==> config.mk <==
export PLATFORM = sky130hd
export DESIGN_NAME = mul_issue_ctrl
export DESIGN_NICKNAME = d
export VERILOG_FILES = /design/src/rtl/mul_pkg.sv /design/src/rtl/mul_skid_buf.sv /design/src/rtl/mul_issue_ctrl.sv
export SDC_FILE = /design/constraint.sdc
export NUM_CORES = 1
export LEC_CHECK = 0
export ABC_AREA = 0
export CAP_MARGIN = 0
export CORE_ASPECT_RATIO = 2
export CORE_MARGIN = 10
export CORE_UTILIZATION = 37
export DETAILED_ROUTE_END_ITERATION = 16
export GPL_ROUTABILITY_DRIVEN = 0
export PLACE_DENSITY = 0.81
export REMOVE_ABC_BUFFERS = 1
export SLEW_MARGIN = 10
export SYNTH_ARGS = -nofsm -noshare
export SYNTH_HDL_FRONTEND = slang
export SYNTH_SLANG_ARGS = --single-unit
==> constraint.sdc <==
create_clock -name clk -period 2.4 [get_ports clk]
set_clock_uncertainty 0.1 [all_clocks]
set_input_delay 0.24 -clock clk [delete_from_list [all_inputs] [get_ports clk]]
set_output_delay 0.24 -clock clk [all_outputs]
set_load 0.02 [all_outputs]
==> src/rtl/mul_pkg.sv <==
// Shared op codes and result-select helper for the
// multiply issue controller.
package mul_pkg;

  localparam int MUL_OP_W = 2;

  localparam logic [MUL_OP_W-1:0] OP_MUL_W   = 2'b00;
  localparam logic [MUL_OP_W-1:0] OP_MULH_W  = 2'b01;
  localparam logic [MUL_OP_W-1:0] OP_MULH_WU = 2'b10;

  // High-word ops take P[63:32]; everything else, incl. 2'b11, the low word
  function automatic logic [31:0] mul_sel(
    input logic [MUL_OP_W-1:0] op,
    input logic [63:0]         p
  );
    logic [31:0] r;
    r = p[31:0];
    unique case (1'b1)
      (op == OP_MULH_W),
      (op == OP_MULH_WU): r = p[63:32];
      default:            r = p[31:0];
    endcase
    return r;
  endfunction

endpackage

==> src/rtl/mul_skid_buf.sv <==
// One-entry output buffer: parks a result while the
// consumer stalls, drains on ready, clears on flush.
module mul_skid_buf #(
  parameter int DW = 37
) (
  input  logic          clk,
  input  logic          rst_n,
  input  logic          flush_i,
  input  logic          s_valid_i,
  input  logic [DW-1:0] s_data_i,
  input  logic          m_ready_i,
  output logic          valid_o,
  output logic [DW-1:0] data_o
);

  logic          valid_q, valid_d;
  logic [DW-1:0] data_q, data_d;

  always_comb begin
    valid_d = valid_q;
    data_d  = data_q;
    if (flush_i) begin
      valid_d = 1'b0;
    end else if (s_valid_i && (valid_q ? m_ready_i : !m_ready_i)) begin
      valid_d = 1'b1;
      data_d  = s_data_i;
    end else if (valid_q && m_ready_i) begin
      valid_d = 1'b0;
    end
  end

  always_ff @(posedge clk or negedge rst_n) begin
    if (!rst_n) begin
      valid_q <= 1'b0;
      data_q  <= '0;
    end else begin
      valid_q <= valid_d;
      data_q  <= data_d;
    end
  end

  assign valid_o = valid_q;
  assign data_o  = data_q;

endmodule

==> src/rtl/mul_issue_ctrl.sv <==
// EXE-side controller for the 1-cycle registered multiplier:
// operand drive, in-flight tracking, result select and skid.
module mul_issue_ctrl
  import mul_pkg::*;
#(
  parameter int TAG_W = 5,
  parameter int CNT_W = 32
) (
  input  logic                clk,
  input  logic                resetn,
  input  logic                in_valid,
  output logic                in_ready,
  input  logic [MUL_OP_W-1:0] in_op,
  input  logic [31:0]         in_src1,
  input  logic [31:0]         in_src2,
  input  logic [TAG_W-1:0]    in_tag,
  input  logic                flush,
  output logic                mul_sign,
  output logic [31:0]         mul_x,
  output logic [31:0]         mul_y,
  input  logic [63:0]         mul_p,
  output logic                out_valid,
  input  logic                out_ready,
  output logic [31:0]         out_result,
  output logic [TAG_W-1:0]    out_tag,
  output logic [CNT_W-1:0]    retire_cnt
);

  localparam int DW = TAG_W + 32;

  logic                s1_valid_q, s1_valid_d;
  logic [MUL_OP_W-1:0] s1_op_q, s1_op_d;
  logic [TAG_W-1:0]    s1_tag_q, s1_tag_d;
  logic [CNT_W-1:0]    cnt_q, cnt_d;

  logic          fire_in;
  logic          ob_valid;
  logic [DW-1:0] ob_data;
  logic [DW-1:0] s1_data;

  assign mul_x    = in_src1;
  assign mul_y    = in_src2;
  assign mul_sign = (in_op == OP_MULH_W);

  // Never accept while S1 would be stuck behind a full OB
  assign in_ready = !ob_valid && !(s1_valid_q && !out_ready);
  assign fire_in  = in_valid && in_ready && !flush;

  assign s1_data = {s1_tag_q, mul_sel(s1_op_q, mul_p)};

  always_comb begin
    s1_valid_d = fire_in;
    s1_op_d    = fire_in ? in_op  : s1_op_q;
    s1_tag_d   = fire_in ? in_tag : s1_tag_q;
    cnt_d      = cnt_q + ((out_valid && out_ready) ? CNT_W'(1) : CNT_W'(0));
  end

  always_ff @(posedge clk or negedge resetn) begin
    if (!resetn) begin
      s1_valid_q <= 1'b0;
      s1_op_q    <= OP_MUL_W;
      s1_tag_q   <= '0;
      cnt_q      <= '0;
    end else begin
      s1_valid_q <= s1_valid_d;
      s1_op_q    <= s1_op_d;
      s1_tag_q   <= s1_tag_d;
      cnt_q      <= cnt_d;
    end
  end

  mul_skid_buf #(
    .DW(DW)
  ) u_ob (
    .clk      (clk),
    .rst_n    (resetn),
    .flush_i  (flush),
    .s_valid_i(s1_valid_q),
    .s_data_i (s1_data),
    .m_ready_i(out_ready),
    .valid_o  (ob_valid),
    .data_o   (ob_data)
  );

  assign out_valid = ob_valid || s1_valid_q;
  assign {out_tag, out_result} =
    ob_valid   ? ob_data :
    s1_valid_q ? s1_data : '0;
  assign retire_cnt = cnt_q;

endmodule
; After elaboration in Yosys (flattened, before gate mapping)
; Index checks and enable logic that the tools add are counted.
[word_totals]
ff_bits = 78
input_bits = 140
output_inout_bits = 136
word_cells = 34
[classes]
add_sub_neg = 1
eq_ne = 3
n_mux = 8
bitwise = 1
n_reduce_logical = 15
[op_table]
columns = operator, count
row1 = $mux W37, 2
row2 = $add A32 B1 Y32, 1
row3 = $mux W32, 1
row4 = $logic_and A1 B1 Y1, 7
row5 = $mux W1, 5
row6 = $eq A2 B1 Y1 const B, 2
row7 = $logic_not A1 Y1, 4
row8 = $reduce_bool A3 Y1, 1
row9 = $eq A2 B2 Y1 const B, 1
row10 = $reduce_and A2 Y1, 1
row11 = $reduce_or A2 Y1, 1
row12 = $logic_or A1 B1 Y1, 1
row13 = $not A1 Y1, 1

; Depth between registers and ports, before layout
[depth]
word_depth = 6
ltp_mapped = 9
mapped_depth_nobuf = 8

; Modules after synthesis
; A second synthesis with hierarchy kept.
[hier_totals]
hier_cells = 383
hier_area_um2 = 4619.4
[modules_own_cells]
columns = mod, n_inst, cells_each, area_per_inst_um2, seq_area_each_um2
row1 = mul_issue_ctrl, 1, 299, 3025.4, 1001.0
row2 = mul_skid_buf, 1, 84, 1594.0, 950.9

; Least setup slack after synthesis
; OpenSTA, ideal clock, no wires.
[synth_timing]
path_type = register -> register
start = register u_ob.valid_q, in the netlist u_ob.valid_o
end = register cnt_q[22], in the netlist retire_cnt[22]
setup_ns = 0.132
t_arrival_ns = 1.915
t_required_ns = 2.168
slack_ns = 0.253
stages_incl_launch_ff = 10
n_path_buf = 1
synth_period_minus_slack_ns = 2.147
cell_sequence = dfrtp_1 or2_2 and2_1 ha_1 ha_1 and2_1 buf_2 nand2_1 nor3_1 xor2_1
[synth_via]
elab_chain_cells = 4
[synth_lines]
columns = item, line
row1 = "start, declared", mul_skid_buf.sv:16  ; logic valid_q, valid_d;
row2 = "start signal, assigned", mul_skid_buf.sv:37  ; valid_q <= valid_d;
row3 = $logic_or A1 B1 Y1, mul_issue_ctrl.sv:85  ; assign out_valid = ob_valid || s1_valid_q;
row4 = via out_valid, mul_issue_ctrl.sv:22  ; output logic out_valid,
row5 = $logic_and A1 B1 Y1, mul_issue_ctrl.sv:55  ; cnt_d = cnt_q + ((out_valid && out_ready) ? CNT_W'(1) : CNT_W'(0));
row6 = $mux W1, mul_issue_ctrl.sv:55
row7 = $add A32 B1 Y32, mul_issue_ctrl.sv:55
row8 = via cnt_d[22], mul_issue_ctrl.sv:34  ; logic [CNT_W-1:0] cnt_q, cnt_d;
row9 = "end signal, assigned", mul_issue_ctrl.sv:68  ; cnt_q <= cnt_d;
row10 = "end, declared", mul_issue_ctrl.sv:34
; The timed path passes the listed nets, and every way through them passes these cells.
; A chain may end at the register's enable or synchronous reset.

; Worst setup path after layout
[layout_timing]
start = register s1_op_q[0]
end = output out_result[7]
[layout_via]
elab_chain_cells = 5
word_cells_on_any_way = 6
cone_classes = 2 x eq/ne / 3 x mux / 1 x reduce/logical
[layout_lines]
columns = item, line
row1 = "start, declared", mul_issue_ctrl.sv:32  ; logic [MUL_OP_W-1:0] s1_op_q, s1_op_d;
row2 = "start signal, assigned", mul_issue_ctrl.sv:66  ; s1_op_q <= s1_op_d;
row3 = $eq A2 B1 Y1 or $eq A2 B2 Y1 (tied branches), "mul_pkg.sv:19, mul_pkg.sv:20"
row4 = $reduce_or A2 Y1 (*), mul_pkg.sv:18  ; unique case (1'b1)
row5 = $mux W32 (*), mul_pkg.sv:18
row6 = $mux W37 (*), mul_issue_ctrl.sv:88  ; s1_valid_q ? s1_data : '0;
row7 = $mux W37 (*), mul_issue_ctrl.sv:87  ; ob_valid ? ob_data :
row8 = "end, declared", mul_issue_ctrl.sv:24  ; output logic [31:0] out_result,
; Mark *: on every way between the ends. The rest lies on a longest branch, timed or not.

==> impl_results.md <==
* Outcome: finished, violations left
* Failing checks: negative hold slack
* Post-route minimum period at 2338 ps
* CP required at 2060 ps
* Depth of the CTS H-tree at 3
* Clock share of power at 26.7%
* Setup CP Type: reg2out
* Slack of the worst reg-to-reg path at 240 ps
* Finished Layout Cells at 690
* Worst-path clk slew at 60 ps
* GR Util All Layers at 22.58%
* Dpl hpwl at 16410 um
* Least-Margin Pin Slew at 994.0 ps
* Routed WL at 19790 um
* CP Launch Type: flop
* Avg WL per Cell at 28.67 um
* Seq/Total Area, Yosys at 44.42%
* Final non-filler cell area at 0.006050 mm^2
* Simple-Gate Fraction of Synth Area at 15.66%
* CTS sink cnt at 78
* Synth Warn # at 0
* Clock buffer depth at 2
* Crit path max-delay cell type: dfrtp_2
* Top delay family on crit path: buffers and inverters
* Slew headroom at 33.73%
* CTS tree: yes
* Yosys top cell area share at 44.42%
* Hold_buf cts at 0
* CP most frequent cell: buf_12
* Worst R2R End: retire_cnt[6]$_DFF_PN0_
* Number of enable flip-flop cells after synthesis at 0
* Max-slew violations at 0
* IO Pins at 276
* Drt via density at 5.267
* Worst path buffer plus inverter count at 3
* FF+latch count, synth at 78
* Area grow syn2layout at 37.67%
* Switching Share at 32.36%
* Synth Area in Adders at 1.139%
* Post-synthesis async set-or-reset flop share at 100.0%
* Post-DRT Antenna Nets at 0
* Die H at 174.1 um
* Inserted Diodes at 0
* Seq pwr share at 39.1%
* Tcrit/Tclk final at 97.44%
* Largest fanout on the critical path at 13
* Initial Util at 37.55%
* Worst skew pair latency at 330 ps
* GRT overflow at 0
* Combinational share of power at 34.2%
* Number of port buffers at 147
* Synth unique cells at 38
* Number of global-route vias before repair at 3700
* Chip width at 97.06 um
* CTS Root Cell: clkbuf_16
* Main combinational cell family by area after synthesis: simple AND/OR/NAND/NOR gates
* Multiplexer area fraction after synthesis at 10.36%
* Hold Vio Cnt, Final at 40
* Fill cells at 1058
* # setup viols final at 0
* R2R Path Start: s1_valid_q$_DFF_PN0_
* Compound-gate portion of the synthesized area at 8.571%
* Number of max-cap violations at 0
* Hold Path Class: in2async
* Largest net degree at the start of global routing at 79
* Worst r2r path cells at 8
* Power per Cell Area at 779.1 mW/mm^2
* Vias after detailed routing at 3634
* Synthesized area per cell at 9.809 um^2
* CP peak stage delay at 440 ps
* Initial drt markers at 103
* Maximum vdd drop at 0.5884 mV
* Core area at 0.01170 mm^2
* Share of cells above drive strength 1 at 16.51%
* Hold WS at -24.67 ps
* XOR/XNOR Fraction of Synth Area at 6.350%
* Cell Area, Placed at 0.005595 mm^2
* TritonRoute pass-1 iters at 4
* Worst-path cell chain: xor2_4 > buf_12 > buf_12 > mux2i_1 > o21ai_1 > dlygate4sd2_1
* P_int at 0.003188 W
* Total die area at 0.01690 mm^2
* Synth top area cells: dfrtp_1 (44%), buf_4 (12%), mux2i_1 (7.3%)
* RSZ-0062 raised after global routing: true
* First-pass GRT wire length at 27790 um
* Main synth FF type: dfrtp_1
* Leakage at 2.597 nW
* Highest Clock Rate at 0.4276 GHz
* Placed Cells at 668
* Synth Cell Area at 0.004394 mm^2
* Net switching power at 0.001525 W
* DRC at 0
* Row count at 56
* Mapped Cells at 448
* Crit end category: output pin
* CTS buffer count at 9
* Critical Path AT at 2000 ps
* Nets at 684
* Initial antenna violation count at 0
* Yosys top cell by area: dfrtp_1
## cell usage in the layout, fill, tap and decap left out, drive strengths merged
cell           synthesis  final
a21o                   1      1
nor3                   9      9
nand4                  7      7
nor2b                  2      2
and4                   4      4
mux2i                 32     32
nand3                 13     13
dfrtp                 78     78
a22o                   5      5
xnor2                 14     14
nor4                   6      6
a21oi                 33     33
mux2                  12     12
and3b                  1      1
inv                    1      1
buf                   75     20
and2                   4      4
nand2b                 1      1
nor3b                  1      1
clkinv                 0      4
xor2                  17     17
clkdlybuf4s50          0    114
dlygate4sd2            0     18
nand2                 45     45
clkbuf                10     11
clkinvlp               0      1
and3                   5      5
nor2                  35     35
or2                    1      1
clkdlybuf4s15          0     14
o21ai                 32     32
ha                     4      4
## power by group through the flow
| stage | logic, W | registers [W] | clock network, W |
|---|---|---|---|
| 2_1_floorplan | 0.000781 | 0.00187 | 0 |
| 3_3_place_gp | 0.00139 | 0.00184 | 0 |
| 5_1_grt | 0.00175 | 0.00188 | 0.00135 |
| 3_5_place_dp | 0.00143 | 0.00186 | 0 |
| 6_report | 0.00161 | 0.00184 | 0.00126 |
| 4_1_cts | 0.00158 | 0.00184 | 0.00130 |
## layout make-up
cell class	count	area, um^2	area share (%)
inverters	1	3.754	0.06205
well taps	145	181.4	2.999
multi-input cells	284	1967	32.51
clock inverters	5	35.03	0.5791
clock buffers	11	242.7	4.012
repair buffers	166	1667	27.55
flip-flops and latches	78	1953	32.29
## sequential cells by signal, indices dropped and copies added (netlist names)
register / flops
u_ob.data_o: 37
retire_cnt: 32
s1_tag_q: 5
s1_op_q: 2
s1_valid_q: 1
u_ob.valid_o: 1
## per-layer routing
layer | GRT usage (%) | part of all wire [%]
met5 | 3.670 | 0.42
met1 | 15.11 | 24
met2 | 41.74 | 55
met3 | 21.76 | 20
met4 | 4.635 | 1.0
## through the flow
stage | power (W) | worst slack [ps] | utilization [%] | setup TNS (ps)
after floorplan | 0.002647 | -1627 | - | -67410
after global placement | 0.003226 | 141.9 | 47.82 | 0
after detailed placement | 0.003290 | 97.45 | 47.82 | 0
after CTS | 0.004716 | -11.61 | 51.29 | -11.61
after global routing | 0.004985 | -45.62 | 51.70 | -234.7
final | 0.004713 | 61.54 | 51.70 | 0
## logic make-up (layout without fill, tap and decap cells)
group,count (synthesis),in the layout
AND/OR/NAND/NOR,134,134
multiplexers,44,44
AO/OA/AOI/OAI,71,71
adder cells (fa/ha/maj),4,4
flip-flops,78,78
XOR/XNOR,31,31
buffers and inverters,86,183
## synthesized netlist by cell type (4+ instances only)
cell / n
dfrtp_1: 78
buf_2: 6
and4_1: 4
nor2_1: 35
mux2i_1: 32
nand4_1: 6
xor2_1: 16
nor3_1: 7
nand3_1: 12
nand2_1: 44
mux2_2: 12
clkbuf_1: 10
a22o_1: 5
nor4_2: 4
buf_4: 68
ha_1: 4
o21ai_1: 30
and3_1: 4
xnor2_1: 14
a21oi_1: 33
## worst max path at each step
stage               slack, ps  cells past startpoint                startpoint                          end
finish                     60                      6    s1_op_q[0]$_DFFE_PN0P_                out_result[7]
global route              -50                      6    s1_op_q[0]$_DFFE_PN0P_               out_result[14]
CTS                       -10                      6    s1_op_q[0]$_DFFE_PN0P_               out_result[28]
detailed placement        100                      8                 out_ready     retire_cnt[28]$_DFF_PN0_
global placement          140                      8                 out_ready     retire_cnt[16]$_DFF_PN0_
floorplan               -1630                      3  u_ob.valid_o$_DFFE_PN0P_  u_ob.data_o[32]$_DFFE_PN0P_
## timing repair
action                                  in CTS  in global routing
gates cloned                                 1                  0
endpoints found under the setup margin      35                 22
buffers inserted                             5                  0
pin swaps                                    1                  0
gates resized for setup                     73                  9
No activity file was read; power rests on OpenSTA's default activity.
